## config.mk

```make
export PLATFORM = sky130hd
export DESIGN_NAME = ps2_mouse_init_sequencer
export DESIGN_NICKNAME = d
export VERILOG_FILES = /design/src/rtl/ps2_mouse_pkg.sv /design/src/rtl/ps2_mouse_cmd_rom.sv /design/src/rtl/ps2_mouse_init_sequencer.sv
export SDC_FILE = /design/constraint.sdc
export NUM_CORES = 1
export LEC_CHECK = 0
export ABC_AREA = 1
export CAP_MARGIN = 20
export CELL_PAD_IN_SITES_DETAIL_PLACEMENT = 1
export CELL_PAD_IN_SITES_GLOBAL_PLACEMENT = 1
export CORE_MARGIN = 1.5
export CORE_UTILIZATION = 38
export CTS_CLUSTER_SIZE = 25
export DETAILED_ROUTE_END_ITERATION = 16
export GPL_TIMING_DRIVEN = 0
export PLACE_DENSITY_LB_ADDON = 0.1
export SLEW_MARGIN = 0
export SYNTH_ARGS = -nofsm -noshare
export SYNTH_HDL_FRONTEND = slang
export SYNTH_SLANG_ARGS = --single-unit
export TNS_END_PERCENT = 5
```

## constraint.sdc

```tcl
create_clock -name clk -period 1.9 [get_ports clk]
set_input_delay 0.285 -clock clk [delete_from_list [all_inputs] [get_ports clk]]
set_output_delay 0.285 -clock clk [all_outputs]
set_load 0.05 [all_outputs]
```

## src/rtl/ps2_mouse_pkg.sv

```systemverilog
// Command/reply byte values and FSM state encoding shared by the PS/2 mouse
// bring-up sequencer and its command ROM.
package ps2_mouse_pkg;

  localparam logic [7:0] CMD_RESET    = 8'hFF;
  localparam logic [7:0] CMD_SET_RATE = 8'hF3;
  localparam logic [7:0] CMD_GET_ID   = 8'hF2;
  localparam logic [7:0] CMD_ENABLE   = 8'hF4;

  localparam logic [7:0] RSP_ACK      = 8'hFA;
  localparam logic [7:0] RSP_RESEND   = 8'hFE;
  localparam logic [7:0] RSP_ERROR    = 8'hFC;
  localparam logic [7:0] RSP_BAT_OK   = 8'hAA;
  localparam logic [7:0] RSP_BAT_ID   = 8'h00;
  localparam logic [7:0] ID_WHEEL     = 8'h03;

  localparam int         CMD_IDX_W    = 4;
  localparam logic [1:0] MAX_RESENDS  = 2'd2;

  typedef enum logic [2:0] {
    ST_LOAD,
    ST_PULSE,
    ST_WAIT_TX,
    ST_WAIT_ACK,
    ST_WAIT_BAT,
    ST_WAIT_ID,
    ST_DONE,
    ST_FAIL
  } state_e;

endpackage

```

## src/rtl/ps2_mouse_cmd_rom.sv

```systemverilog
// Combinational command list for mouse bring-up, indexed by cmd_idx.
// MOUSE_WHEEL_EN inserts the F3 C8 / F3 64 / F3 50 / F2 wheel knock after the reset.
module ps2_mouse_cmd_rom
  import ps2_mouse_pkg::*;
#(
  parameter logic [7:0] SAMPLE_RATE = 8'd100
) (
  input  logic [CMD_IDX_W-1:0] cmd_idx,
  output logic [7:0]           cmd_byte,
  output logic                 is_last,
  output logic                 expect_bat,
  output logic                 expect_id
);

  always_comb begin
    cmd_byte   = CMD_RESET;
    is_last    = 1'b0;
    expect_bat = 1'b0;
    expect_id  = 1'b0;
    case (cmd_idx)
`ifdef MOUSE_WHEEL_EN
      4'd0:  begin cmd_byte = CMD_RESET; expect_bat = 1'b1; end
      4'd1:  cmd_byte = CMD_SET_RATE;
      4'd2:  cmd_byte = 8'd200;
      4'd3:  cmd_byte = CMD_SET_RATE;
      4'd4:  cmd_byte = 8'd100;
      4'd5:  cmd_byte = CMD_SET_RATE;
      4'd6:  cmd_byte = 8'd80;
      4'd7:  begin cmd_byte = CMD_GET_ID; expect_id = 1'b1; end
      4'd8:  cmd_byte = CMD_SET_RATE;
      4'd9:  cmd_byte = SAMPLE_RATE;
      4'd10: begin cmd_byte = CMD_ENABLE; is_last = 1'b1; end
`else
      4'd0:  begin cmd_byte = CMD_RESET; expect_bat = 1'b1; end
      4'd1:  cmd_byte = CMD_SET_RATE;
      4'd2:  cmd_byte = SAMPLE_RATE;
      4'd3:  begin cmd_byte = CMD_ENABLE; is_last = 1'b1; end
`endif
      default: ;
    endcase
  end

endmodule

```

## src/rtl/ps2_mouse_init_sequencer.sv

```systemverilog
// PS/2 mouse bring-up: sends the command list, checks ACK/BAT/ID replies, retries, then hands off.
// MOUSE_WHEEL_EN compiles in the wheel knock, the ID wait state and the wheel flag.
module ps2_mouse_init_sequencer
  import ps2_mouse_pkg::*;
#(
  parameter logic [7:0]  SAMPLE_RATE = 8'd100,
  parameter logic [31:0] ACK_TIMEOUT = 32'd1_000_000,
  parameter logic [31:0] BAT_TIMEOUT = 32'd30_000_000,
  parameter int unsigned MAX_RETRIES = 3
) (
  input  logic       clk,
  input  logic       rst_n,
  input  logic       restart,
  output logic [7:0] tx_data,
  output logic       tx_load,
  input  logic       tx_busy,
  input  logic       tx_error,
  output logic       rx_enable,
  input  logic       rx_strobe,
  input  logic [7:0] rx_byte,
  output logic       ready,
  output logic       fail,
  output logic [1:0] retries,
  output logic       wheel
);

  localparam logic [1:0] MAX_R = 2'(MAX_RETRIES);

  state_e                 state_q, state_d;
  logic [CMD_IDX_W-1:0]   cmd_idx_q, cmd_idx_d;
  logic [31:0]            timer_q, timer_d;
  logic [1:0]             resend_q, resend_d;
  logic                   bat_phase_q, bat_phase_d;
  logic                   tx_first_q, tx_first_d;
  logic [7:0]             tx_data_q, tx_data_d;
  logic                   tx_load_q, tx_load_d;
  logic                   rx_enable_q, rx_enable_d;
  logic                   ready_q, ready_d;
  logic                   fail_q, fail_d;
  logic [1:0]             retries_q, retries_d;
  logic                   wheel_q, wheel_d;

  logic [7:0] rom_byte;
  logic       rom_last, rom_bat, rom_id;
  logic       failure, accepted, ack_to, bat_to;

  ps2_mouse_cmd_rom #(.SAMPLE_RATE(SAMPLE_RATE)) u_rom (
    .cmd_idx    (cmd_idx_q),
    .cmd_byte   (rom_byte),
    .is_last    (rom_last),
    .expect_bat (rom_bat),
    .expect_id  (rom_id)
  );

  always_comb begin
    state_d     = state_q;
    cmd_idx_d   = cmd_idx_q;
    resend_d    = resend_q;
    bat_phase_d = bat_phase_q;
    tx_first_d  = tx_first_q;
    tx_data_d   = tx_data_q;
    tx_load_d   = 1'b0;
    rx_enable_d = rx_enable_q;
    ready_d     = ready_q;
    fail_d      = fail_q;
    retries_d   = retries_q;
    wheel_d     = wheel_q;
    failure     = 1'b0;
    accepted    = 1'b0;
    ack_to      = (timer_q >= ACK_TIMEOUT);
    bat_to      = (timer_q >= BAT_TIMEOUT);

    case (state_q)
      ST_LOAD: begin
        rx_enable_d = 1'b0;
        // A transfer abandoned by restart/reset must drain before the next load.
        if (!tx_busy) begin
          tx_data_d = rom_byte;
          state_d   = ST_PULSE;
        end
      end
      ST_PULSE: begin
        tx_load_d  = 1'b1;
        tx_first_d = 1'b1;
        state_d    = ST_WAIT_TX;
      end
      ST_WAIT_TX: begin
        if (tx_error) begin
          failure = 1'b1;
        end else if (tx_first_q) begin
          tx_first_d = 1'b0;
        end else if (!tx_busy) begin
          rx_enable_d = 1'b1;
          state_d     = ST_WAIT_ACK;
        end
      end
      ST_WAIT_ACK: begin
        if (rx_strobe) begin
          accepted = 1'b1;
          if (rx_byte == RSP_ACK) begin
            cmd_idx_d = cmd_idx_q + 1'b1;
            resend_d  = 2'd0;
            if (rom_bat) begin
              bat_phase_d = 1'b0;
              state_d     = ST_WAIT_BAT;
`ifdef MOUSE_WHEEL_EN
            end else if (rom_id) begin
              state_d = ST_WAIT_ID;
`endif
            end else if (rom_last) begin
              ready_d = 1'b1;
              state_d = ST_DONE;
            end else begin
              state_d = ST_LOAD;
            end
          end else if (rx_byte == RSP_RESEND && resend_q != MAX_RESENDS) begin
            resend_d = resend_q + 2'd1;
            state_d  = ST_LOAD;
          end else begin
            failure = 1'b1;
          end
        end else if (ack_to) begin
          failure = 1'b1;
        end
      end
      ST_WAIT_BAT: begin
        if (rx_strobe) begin
          accepted = 1'b1;
          if (!bat_phase_q && rx_byte == RSP_BAT_OK) begin
            bat_phase_d = 1'b1;
          end else if (bat_phase_q && rx_byte == RSP_BAT_ID) begin
            state_d = ST_LOAD;
          end else begin
            failure = 1'b1;
          end
        end else if (bat_to) begin
          failure = 1'b1;
        end
      end
`ifdef MOUSE_WHEEL_EN
      ST_WAIT_ID: begin
        if (rx_strobe) begin
          accepted = 1'b1;
          wheel_d  = (rx_byte == ID_WHEEL);
          state_d  = ST_LOAD;
        end else if (ack_to) begin
          failure = 1'b1;
        end
      end
`endif
      ST_DONE: rx_enable_d = 1'b1;
      ST_FAIL: rx_enable_d = 1'b1;
      default: state_d = ST_LOAD;
    endcase

    if (failure) begin
      resend_d  = 2'd0;
      cmd_idx_d = '0;
      if (retries_q < MAX_R) begin
        retries_d = retries_q + 2'd1;
        state_d   = ST_LOAD;
      end else begin
        fail_d      = 1'b1;
        rx_enable_d = 1'b1;
        state_d     = ST_FAIL;
      end
    end

    if (restart) begin
      state_d   = ST_LOAD;
      cmd_idx_d = '0;
      resend_d  = 2'd0;
      retries_d = 2'd0;
      ready_d   = 1'b0;
      fail_d    = 1'b0;
      wheel_d   = 1'b0;
      tx_load_d = 1'b0;
    end

    if (state_d != state_q || accepted || restart)
      timer_d = '0;
    else if (timer_q != '1)
      timer_d = timer_q + 32'd1;
    else
      timer_d = timer_q;
  end

  always_ff @(posedge clk) begin
    if (!rst_n) begin
      state_q     <= ST_LOAD;
      cmd_idx_q   <= '0;
      timer_q     <= '0;
      resend_q    <= 2'd0;
      bat_phase_q <= 1'b0;
      tx_first_q  <= 1'b0;
      tx_data_q   <= 8'h00;
      tx_load_q   <= 1'b0;
      rx_enable_q <= 1'b1;
      ready_q     <= 1'b0;
      fail_q      <= 1'b0;
      retries_q   <= 2'd0;
      wheel_q     <= 1'b0;
    end else begin
      state_q     <= state_d;
      cmd_idx_q   <= cmd_idx_d;
      timer_q     <= timer_d;
      resend_q    <= resend_d;
      bat_phase_q <= bat_phase_d;
      tx_first_q  <= tx_first_d;
      tx_data_q   <= tx_data_d;
      tx_load_q   <= tx_load_d;
      rx_enable_q <= rx_enable_d;
      ready_q     <= ready_d;
      fail_q      <= fail_d;
      retries_q   <= retries_d;
      wheel_q     <= wheel_d;
    end
  end

  assign tx_data   = tx_data_q;
  assign tx_load   = tx_load_q;
  assign rx_enable = rx_enable_q;
  assign ready     = ready_q;
  assign fail      = fail_q;
  assign retries   = retries_q;
`ifdef MOUSE_WHEEL_EN
  assign wheel     = wheel_q;
`else
  // Without the knock sequence the ROM never flags an ID byte.
  logic unused_id;
  assign unused_id = rom_id ^ wheel_q;
  assign wheel     = 1'b0;
`endif

endmodule

```

-- Yosys cells after proc, flatten, opt, wreduce, memory -nomap -nowiden
Cells that the tools add are included.
- add/sub/neg operators: 4
- order comparisons: 3
- equal/unequal tests: 21
- mux-type cells: 48
- bitwise operators: 4
- reductions and logical operators: 25
- operator list (kind ; count):
    $mux W3 ; 15
    $add A32 B1 Y32 const B ; 1
    $ge A32 B20 Y1 const B ; 1
    $ge A32 B25 Y1 const B ; 1
    $ne A32 B32 Y1 const B ; 1
    $mux W1 ; 25
    $eq A8 B8 Y1 const B ; 3
    $pmux W8 S3 ; 1
    $pmux W3 S6 ; 1
    $ne A2 B2 Y1 const B ; 7
    $eq A3 B3 Y1 const B ; 3
    $eq A4 B2 Y1 const B ; 2
    $logic_not A8 Y1 ; 1
    $reduce_and A2 Y1 ; 4
    $reduce_or A2 Y1 ; 4
    $eq A3 B2 Y1 const B ; 2
    $pmux W1 S3 ; 2
    $reduce_and A3 Y1 ; 2
    $reduce_and A6 Y1 ; 1
    $reduce_bool A2 Y1 ; 3
    $reduce_and A5 Y1 ; 1
    $add A2 B1 Y2 const B ; 2
    $add A4 B1 Y4 const B ; 1
    $eq A4 B1 Y1 const B ; 1
    other kinds (12) ; 20
- bits in registers: 57
- input port bits: 14
- output and inout port bits: 15
- word-level logic and storage cells: 117

-- Logic depth before layout (Yosys ltp)
Gate-level depths: netlist of run 1.
- word-level depth: 13
- depth in mapped cells: 18
- gate-level depth less buffers: 17

-- Hierarchy
From an unflattened synthesis of run 1, not the netlist that was laid out.
- cells, all modules: 513
- area, all modules: 3517.1 sq um
- modules (own cells, without submodules) (module ; times used ; cells an instance ; area an instance (sq um) ; sequential area each (sq um)):
    ps2_mouse_init_sequencer ; 1 ; 492 ; 3409.5 ; 1141.1
    ps2_mouse_cmd_rom ; 1 ; 21 ; 107.6 ; 0.0

-- Worst setup path before layout of run 1
No wires, ideal clock.
- kind: flip-flop to flip-flop
- from: register timer_q[0]
- to: register timer_q[10]
- library setup time: 62 ps
- arrival time: 1831 ps
- required time: 1838 ps
- path slack: 7 ps
- cell stages (with the launch flop): 11
- path buffers: 1
- clock period less this slack: 1893 ps
- cells stage by stage: dfxtp_1 ha_1 nand3_1 nor2_1 nand2_1 nor2_1 nand2_1 clkinv_1 dlymetal6s4s_1 nor2_1 nor2_2
- word-level cells in the longest chain between the ends: 10
- elaborated cells on any way between the ends: 15
- classes of those cells: 1 x add/sub; 2 x order compare; 2 x eq/ne; 7 x mux; 3 x reduce/logical
- ends and longest elaborated chain (what ; line ; text):
    start: declaration ; ps2_mouse_init_sequencer.sv:31 ; logic [31:0] timer_q, timer_d;
    start signal: assignment ; ps2_mouse_init_sequencer.sv:206 ; timer_q <= timer_d;
    $ge A32 B25 Y1 or $ge A32 B20 Y1 (tied branches) ; ps2_mouse_init_sequencer.sv:71, ps2_mouse_init_sequencer.sv:70 ;
    $mux W1, on equally long branches ; ps2_mouse_init_sequencer.sv:136, ps2_mouse_init_sequencer.sv:122 ;
    $mux W1, on equally long branches ; ps2_mouse_init_sequencer.sv:127, ps2_mouse_init_sequencer.sv:98 ;
    $pmux W1 S3 ; ps2_mouse_init_sequencer.sv:73 ; case (state_q)
    $mux W3 ; ps2_mouse_init_sequencer.sv:156 ; if (failure) begin
    $mux W3 ; ps2_mouse_init_sequencer.sv:169 ; if (restart) begin
    $ne A3 B3 Y1 ; ps2_mouse_init_sequencer.sv:180 ; if (state_d != state_q || accepted || restart)
    $logic_or A1 B1 Y1 (2 in series) ; ps2_mouse_init_sequencer.sv:180 ;
    $reduce_or A2 Y1 (no source line) ; - ;
Parallel ways exist; a longest one is shown, timed or not.
A chain may end at the register's enable or synchronous reset.

-- Worst setup path in the final report of run 1
- from: register timer_q[17]
- to: register timer_q[7]
Same word-level chain as after synthesis.

==> results.cfg, run 1 <==
[die]
die_w_um = 96.64
design.core.area_um2 = 8341
ios = 29
std_cell_rows = 33
die-area_um2 = 9339
die_h_um = 96.64
initial_core_util_pct = 39.95

[placement]
numPortBuffers = 27
place_congestion = 0.8511
place_hpwl_mm = 7.365
dp.cells = 626

[synth]
synthArstFlopShare_pct = 0
synth_nets = 516
syn_inst = 494
yosys_warnings = 0
synth.most_common_cell = nor2_1
synth_area_leaders = dfxtp_1, nor2_1, nand2_1
netlist_area_um2 = 3332
yosysSeqAreaShare_pct = 32.44
synth.avg_cell_area_um2 = 6.745
yosys-top-cells-count = nor2_1, nand2_1, inv_1, dfxtp_1, nor2_2
synth.largest_area_cell = dfxtp_1
ys_seq_elements = 54
yosys.cell_types.count = 37
synth_ff_type = dfxtp_1
yosysTopAreaCellShare_pct = 32.44
synth-edff-count = 0

[sta]
tightest_slew_ns = 0.5059
relSlewSlack_pct = 66.01
hold_ws_ns = 0.4694
rsz0062_at_grt = true
min_period_ns = 2.118
finalSetupViolations = 32
clock.fmax_mhz = 472.2
final_hold_viol_count = 0
fin_ws_ns = -0.2178
skew_ns = 0.008547
slew_violations = 0
finalCritPeriodShare_pct = 111.5

[worst_hold_path]
hold_class = register to register
worstHoldStart = fail

[cells_and_area]
drive_gt1_share_pct = 20.00
fin_cells = 640
fin_util_pct = 48.20
area_growth_pct = 20.65
nets = 557
antenna_cells = 0

[route]
routed_via_density = 4.911
drt_iter0_drc = 48
drc_errors = 0
totalWireLength_mm = 9.156
antenna_left = 0
first_pass_iters = 4
wire_per_inst_um = 14.31
vias = 3143

[grt]
antenna_found_initial = 0
grt_pass1_wl_mm = 15.21
grt_max_degree = 16
grtUsageTotal_pct = 19.92
first_global_vias = 3243
grt_remaining_overflow = 0

[setup_path]
cp-start-kind = register
cp-end-kind = register
critPathLaunch = timer_q[17]
required_ns = 2.15
r2r-start = timer_q[17]
worstPathArrival_ns = 2.37
crit_type = register to register
critPathMaxFanout = 10

[power_and_ir_drop]
powerDensity_nw_per_um2 = 524.7
total_leakage_power_uw = 0.001606
vdd_drop_max_uv = 255.8

[cts]
cts-root-buf = clkbuf_8
cts.clk_slew.worst_paths_ns = 0.10
ctsHoldBuffers = 0
cts_buffer_depth = 2
cts_sinks = 54
cts_made_buffers = 5
clk_latency_ns = 0.31
h-tree-depth = 2
cts_tree = built

[run_status]
violations = setup timing
outcome = complete, but fails checks

[flow_run]
cap_violations = 0
## cells by family after synthesis
| group | count (synthesis) | synth area share [%] |
|---|---|---|
| and+or+nand+nor | 302 | 41.95 |
| xor gates and xnor gates | 32 | 8.412 |
| adders and majority gates | 8 | 3.004 |
| DFF | 54 | 32.44 |
| other | 1 | 0.1125 |
| AOI/OAI and AO/OA | 27 | 4.544 |
| buffers and inverters | 70 | 9.538 |
## per-stage QoR
stage | total power [uW] | worst slack (ns) | instance area (um2) | TNS (ns)
final | 2109 | -0.2178 | 4020 | -6.532
after global routing | 2198 | -0.3865 | 4020 | -11.92
after CTS | 2132 | -0.2161 | 3931 | -6.329
after detailed placement | 1486 | -0.6647 | 3734 | -22.43
after global placement | 1480 | -0.6013 | 3734 | -20.37
after floorplan | 1386 | 0.007440 | 3332 | 0
## flip-flops by register name (all words and copies together), names as in the netlist
signal and count:
resend_q 2, fail 1, tx_data 5, state_q 3, timer_q 32, retries 2
bat_phase_q 1, cmd_idx_q 4, tx_first_q 1, rx_enable 1, ready 1, tx_load 1
## worst max-delay path, stage by stage, from the launching register on
cell and delay, ns:
dfxtp_1 0.36, or2_1 0.26, a21oi_2 0.12, nand2_1 0.08, nand2_1 0.08, nand2_1 0.07
nand2_2 0.13, nand3_4 0.11, nand2_4 0.12, nand3_2 0.08, nand2_1 0.07, nand2_1 0.07
nor2_2 0.14, nand2_4 0.12, buf_12 0.17, nor2_2 0.07
## per-layer routing
metal | routed length (um) | track usage, % | part of all wire [%] | vias up
li1 | - | - | - | 1624
met1 | 3972 | 22.51 | 43 | 1475
met2 | 4833 | 38.19 | 53 | 33
met3 | 171 | 2.673 | 1.9 | 11
met4 | 179 | 6.243 | 2.0 | 0
met5 | 0 | 0 | 0 | -
## timing repair
item | in CTS | in global routing
setup endpoints to repair | 32 | 38
pin swaps | 7 | 9
gates resized for setup | 25 | 31
setup buffers | 6 | 1
## area by class of cell
cell class	instances	area (um2)
Inverter	60	226.5
Clock buffer	5	68.82
Fill cell	1107	4320
Tap cell	105	131.4
Buffer	10	118.9
Timing Repair Buffer	34	341.6
Clock inverter	2	10.01
Multi-Input combinational cell	370	2019
Sequential cell	54	1104
## report_power, final
part           switching, uW  internal (uW)
Combinational            195            122
Clock                    380            249
Sequential              16.1           1150
## final timing paths
kind | end | slack (ns) | depth (start not counted)
hold reg to reg | fail | 0.47 | 2
setup / recovery | timer_q[7] | -0.22 | 15
hold / removal | fail | 0.47 | 2
setup reg to reg | timer_q[7] | -0.22 | 15
## cells in the final DEF, fill, tap and decap left out, types with 4 or more instances in the layout
| master | count |
|---|---|
| nand4_1 | 16 |
| buf_12 | 5 |
| nor3_1 | 15 |
| clkdlybuf4s50_1 | 22 |
| nand2_2 | 6 |
| dfxtp_2 | 12 |
| nor2_2 | 38 |
| inv_1 | 56 |
| buf_4 | 12 |
| ha_1 | 6 |
| nand2_1 | 90 |
| nor3_2 | 4 |
| nand3_1 | 15 |
| a21oi_1 | 12 |
| dfxtp_1 | 40 |
| xor2_1 | 29 |
| nor2_1 | 97 |
| clkbuf_8 | 5 |
| o21ai_0 | 6 |
| nor4_1 | 6 |
(Power assumes the default switching activity.)
==> run 2: changes to the inputs <==
SLEW_MARGIN = 20   (was 0)
==> results of run 2 <==
Final layout, timing and power as in run 1 (identical DEF).
==> run 3: changes to the inputs <==
SYNTH_HIERARCHICAL = 1   (was default)
==> results.cfg, run 3 <==
[setup_path]
critPathSlowestCell = dfxtp_2
critPathMaxFanout = 7
crit_type = register to register
cp_top_family = simple AND/OR/NAND/NOR gates
cp-end-kind = register
worstPathArrival_ns = 2.44
crit_buf_inv = 2
r2r_slack_ns = -0.27
cp-start-kind = register
r2r-start = bat_phase_q
r2r-end = timer_q[31]
cp_cell_sequence = inv_1 > nor2_1 > nand3_1 > o21ai_2 > nor2_2 > a21oi_4 > nand2_4 > nand2_8 > nand3_4 > nand2_2 > nand2_2 > nor2_4 > nand2_8 > clkbuf_16 > nor2_4
required_ns = 2.17
crit_path_max_incr_delay_ns = 0.37
reg2regPathDepth = 15

[route]
totalWireLength_mm = 10.86
vias = 3451
antenna_left = 0
drc_errors = 0
routed_via_density = 5.060
drt_iter0_drc = 151
wire_per_inst_um = 15.93
first_pass_iters = 4

[sta]
rsz0062_at_grt = true
finalSetupViolations = 32
relSlewSlack_pct = 62.02
finalCritPeriodShare_pct = 114.4
tightest_slew_ns = 0.5645
clock.fmax_mhz = 460.3
fin_ws_ns = -0.2727
slew_violations = 0
min_period_ns = 2.173
skew_ns = 0.01070
final_hold_viol_count = 0

[grt]
grtUsageTotal_pct = 21.21
first_global_vias = 3370
antenna_found_initial = 0
grt_remaining_overflow = 0
grt_max_degree = 11
grt_pass1_wl_mm = 16.40

[die]
design.core.area_um2 = 8848
die-area_um2 = 9811
std_cell_rows = 34
die_w_um = 99.05
initial_core_util_pct = 39.62
die_h_um = 99.05
ios = 29

[placement]
numPortBuffers = 27
dp_slack_ns = -0.7177
place_congestion = 0.8676
place_hpwl_mm = 7.295

[worst_hold_path]
hold_class = input port to register
holdPathStages = 3
min_to = tx_data[2]
worstHoldStart = rst_n

[cells_and_area]
fin_util_pct = 53.35
area_growth_pct = 34.65
drive_gt1_share_pct = 31.01
final_common_cell = nor2_1
mostFrequentLayoutCells = nor2_1, nand2_1, inv_1
nFillCells = 1134
seq_area_um2 = 1180
largest_reg_flops = 32
multi_input_area_um2 = 2337
antenna_cells = 0
nets = 588
regMostFlops = timer_q

[power_and_ir_drop]
vdd_drop_max_uv = 277.0
total_leakage_power_uw = 0.001876
powerDensity_nw_per_um2 = 631.0

[run_status]
violations = setup timing
outcome = complete, but fails checks

[cts]
ctsHoldBuffers = 0
h-tree-depth = 3
clk_latency_ns = 0.34
cts_made_buffers = 9
cts_sinks = 57
cts_buffer_depth = 2
cts_tree = built
cts.clk_slew.worst_paths_ns = 0.07
cts-root-buf = clkbuf_8

[synth]
syn_inst = 511
synth.avg_cell_area_um2 = 6.861
netlist_area_um2 = 3506
yosys_warnings = 6

[flow_run]
cap_violations = 0
[run 3: cell types whose count changed in the layout (fill, tap and decap cells not counted), sizes merged, moves of 3 or more]
cell and delta:
nand4 -4, inv -5, clkbuf +8, buf +11, clkdlybuf4s50 -5, nor3 -4
nor2 +10, o21ai +9, nand3 +10, dfxtp +3, ha -3, dlymetal6s2s +7
[run 3: area by class of cell]
cell class	count	share of cell area, %
clock buffer	11	3.207
tap	108	2.862
sequential	57	24.99
timing repair buffer	47	10.68
buffer	11	2.491
inverter	56	4.612
clock inverter	5	1.643
multi-input combinational	387	49.51
[run 3: through the flow]
step / instances / hold WS (ns) / total power (uW) / setup TNS, ns / area, um2
final: 682 / 0.3983 / 2979 / -7.796 / 4721
after global routing: 682 / 0.4210 / 3082 / -13.59 / 4721
after CTS: 668 / 0.4723 / 2939 / -8.624 / 4264
after detailed placement: 647 / 0.4578 / 1580 / -23.30 / 3915
after global placement: 647 / 0.4458 / 1572 / -21.99 / 3915
after floorplan: 512 / 0.4207 / 1471 / 0 / 3510
[run 3: per-layer routing]
layer	vias up	wire length [um]	track usage, %
li1	1721	-	-
met1	1667	5068	28.76
met2	54	5383	34.01
met3	9	314	3.830
met4	0	94	7.367
met5	-	0	0
[run 3: report_power, final]
part	leakage [uW]	switching, uW	internal [uW]
Sequential	0.000476	14.5	1220
Combinational	0.00128	247	160
Clock	0.000115	536	806
[run 3: worst max path at each step]
stage / start / to / cells after the start
after floorplan: resend_q[0] / timer_q[29] / 15
after global placement: rx_byte[7] / timer_q[29] / 16
after detailed placement: rx_byte[7] / timer_q[1] / 16
after CTS: timer_q[0] / timer_q[18] / 13
after global routing: bat_phase_q / timer_q[31] / 15
final: bat_phase_q / timer_q[31] / 15
[run 3: what timing repair did]
| item | CTS | global route |
|---|---|---|
| gates resized for setup | 18 | 103 |
| pin swaps | 7 | 36 |
| buffers inserted | 5 | 12 |
| cloned | 1 | 2 |
| endpoints found under the setup margin | 32 | 35 |
[run 3: worst reg2reg max path: stages, from the launching register on]
cell       delay, ns
dfxtp_2         0.37
inv_1           0.06
nor2_1          0.08
nand3_1         0.10
o21ai_2         0.17
nor2_2          0.08
a21oi_4         0.24
nand2_4         0.11
nand2_8         0.10
nand3_4         0.09
nand2_2         0.08
nand2_2         0.06
nor2_4          0.16
nand2_8         0.13
clkbuf_16       0.21
nor2_4          0.07
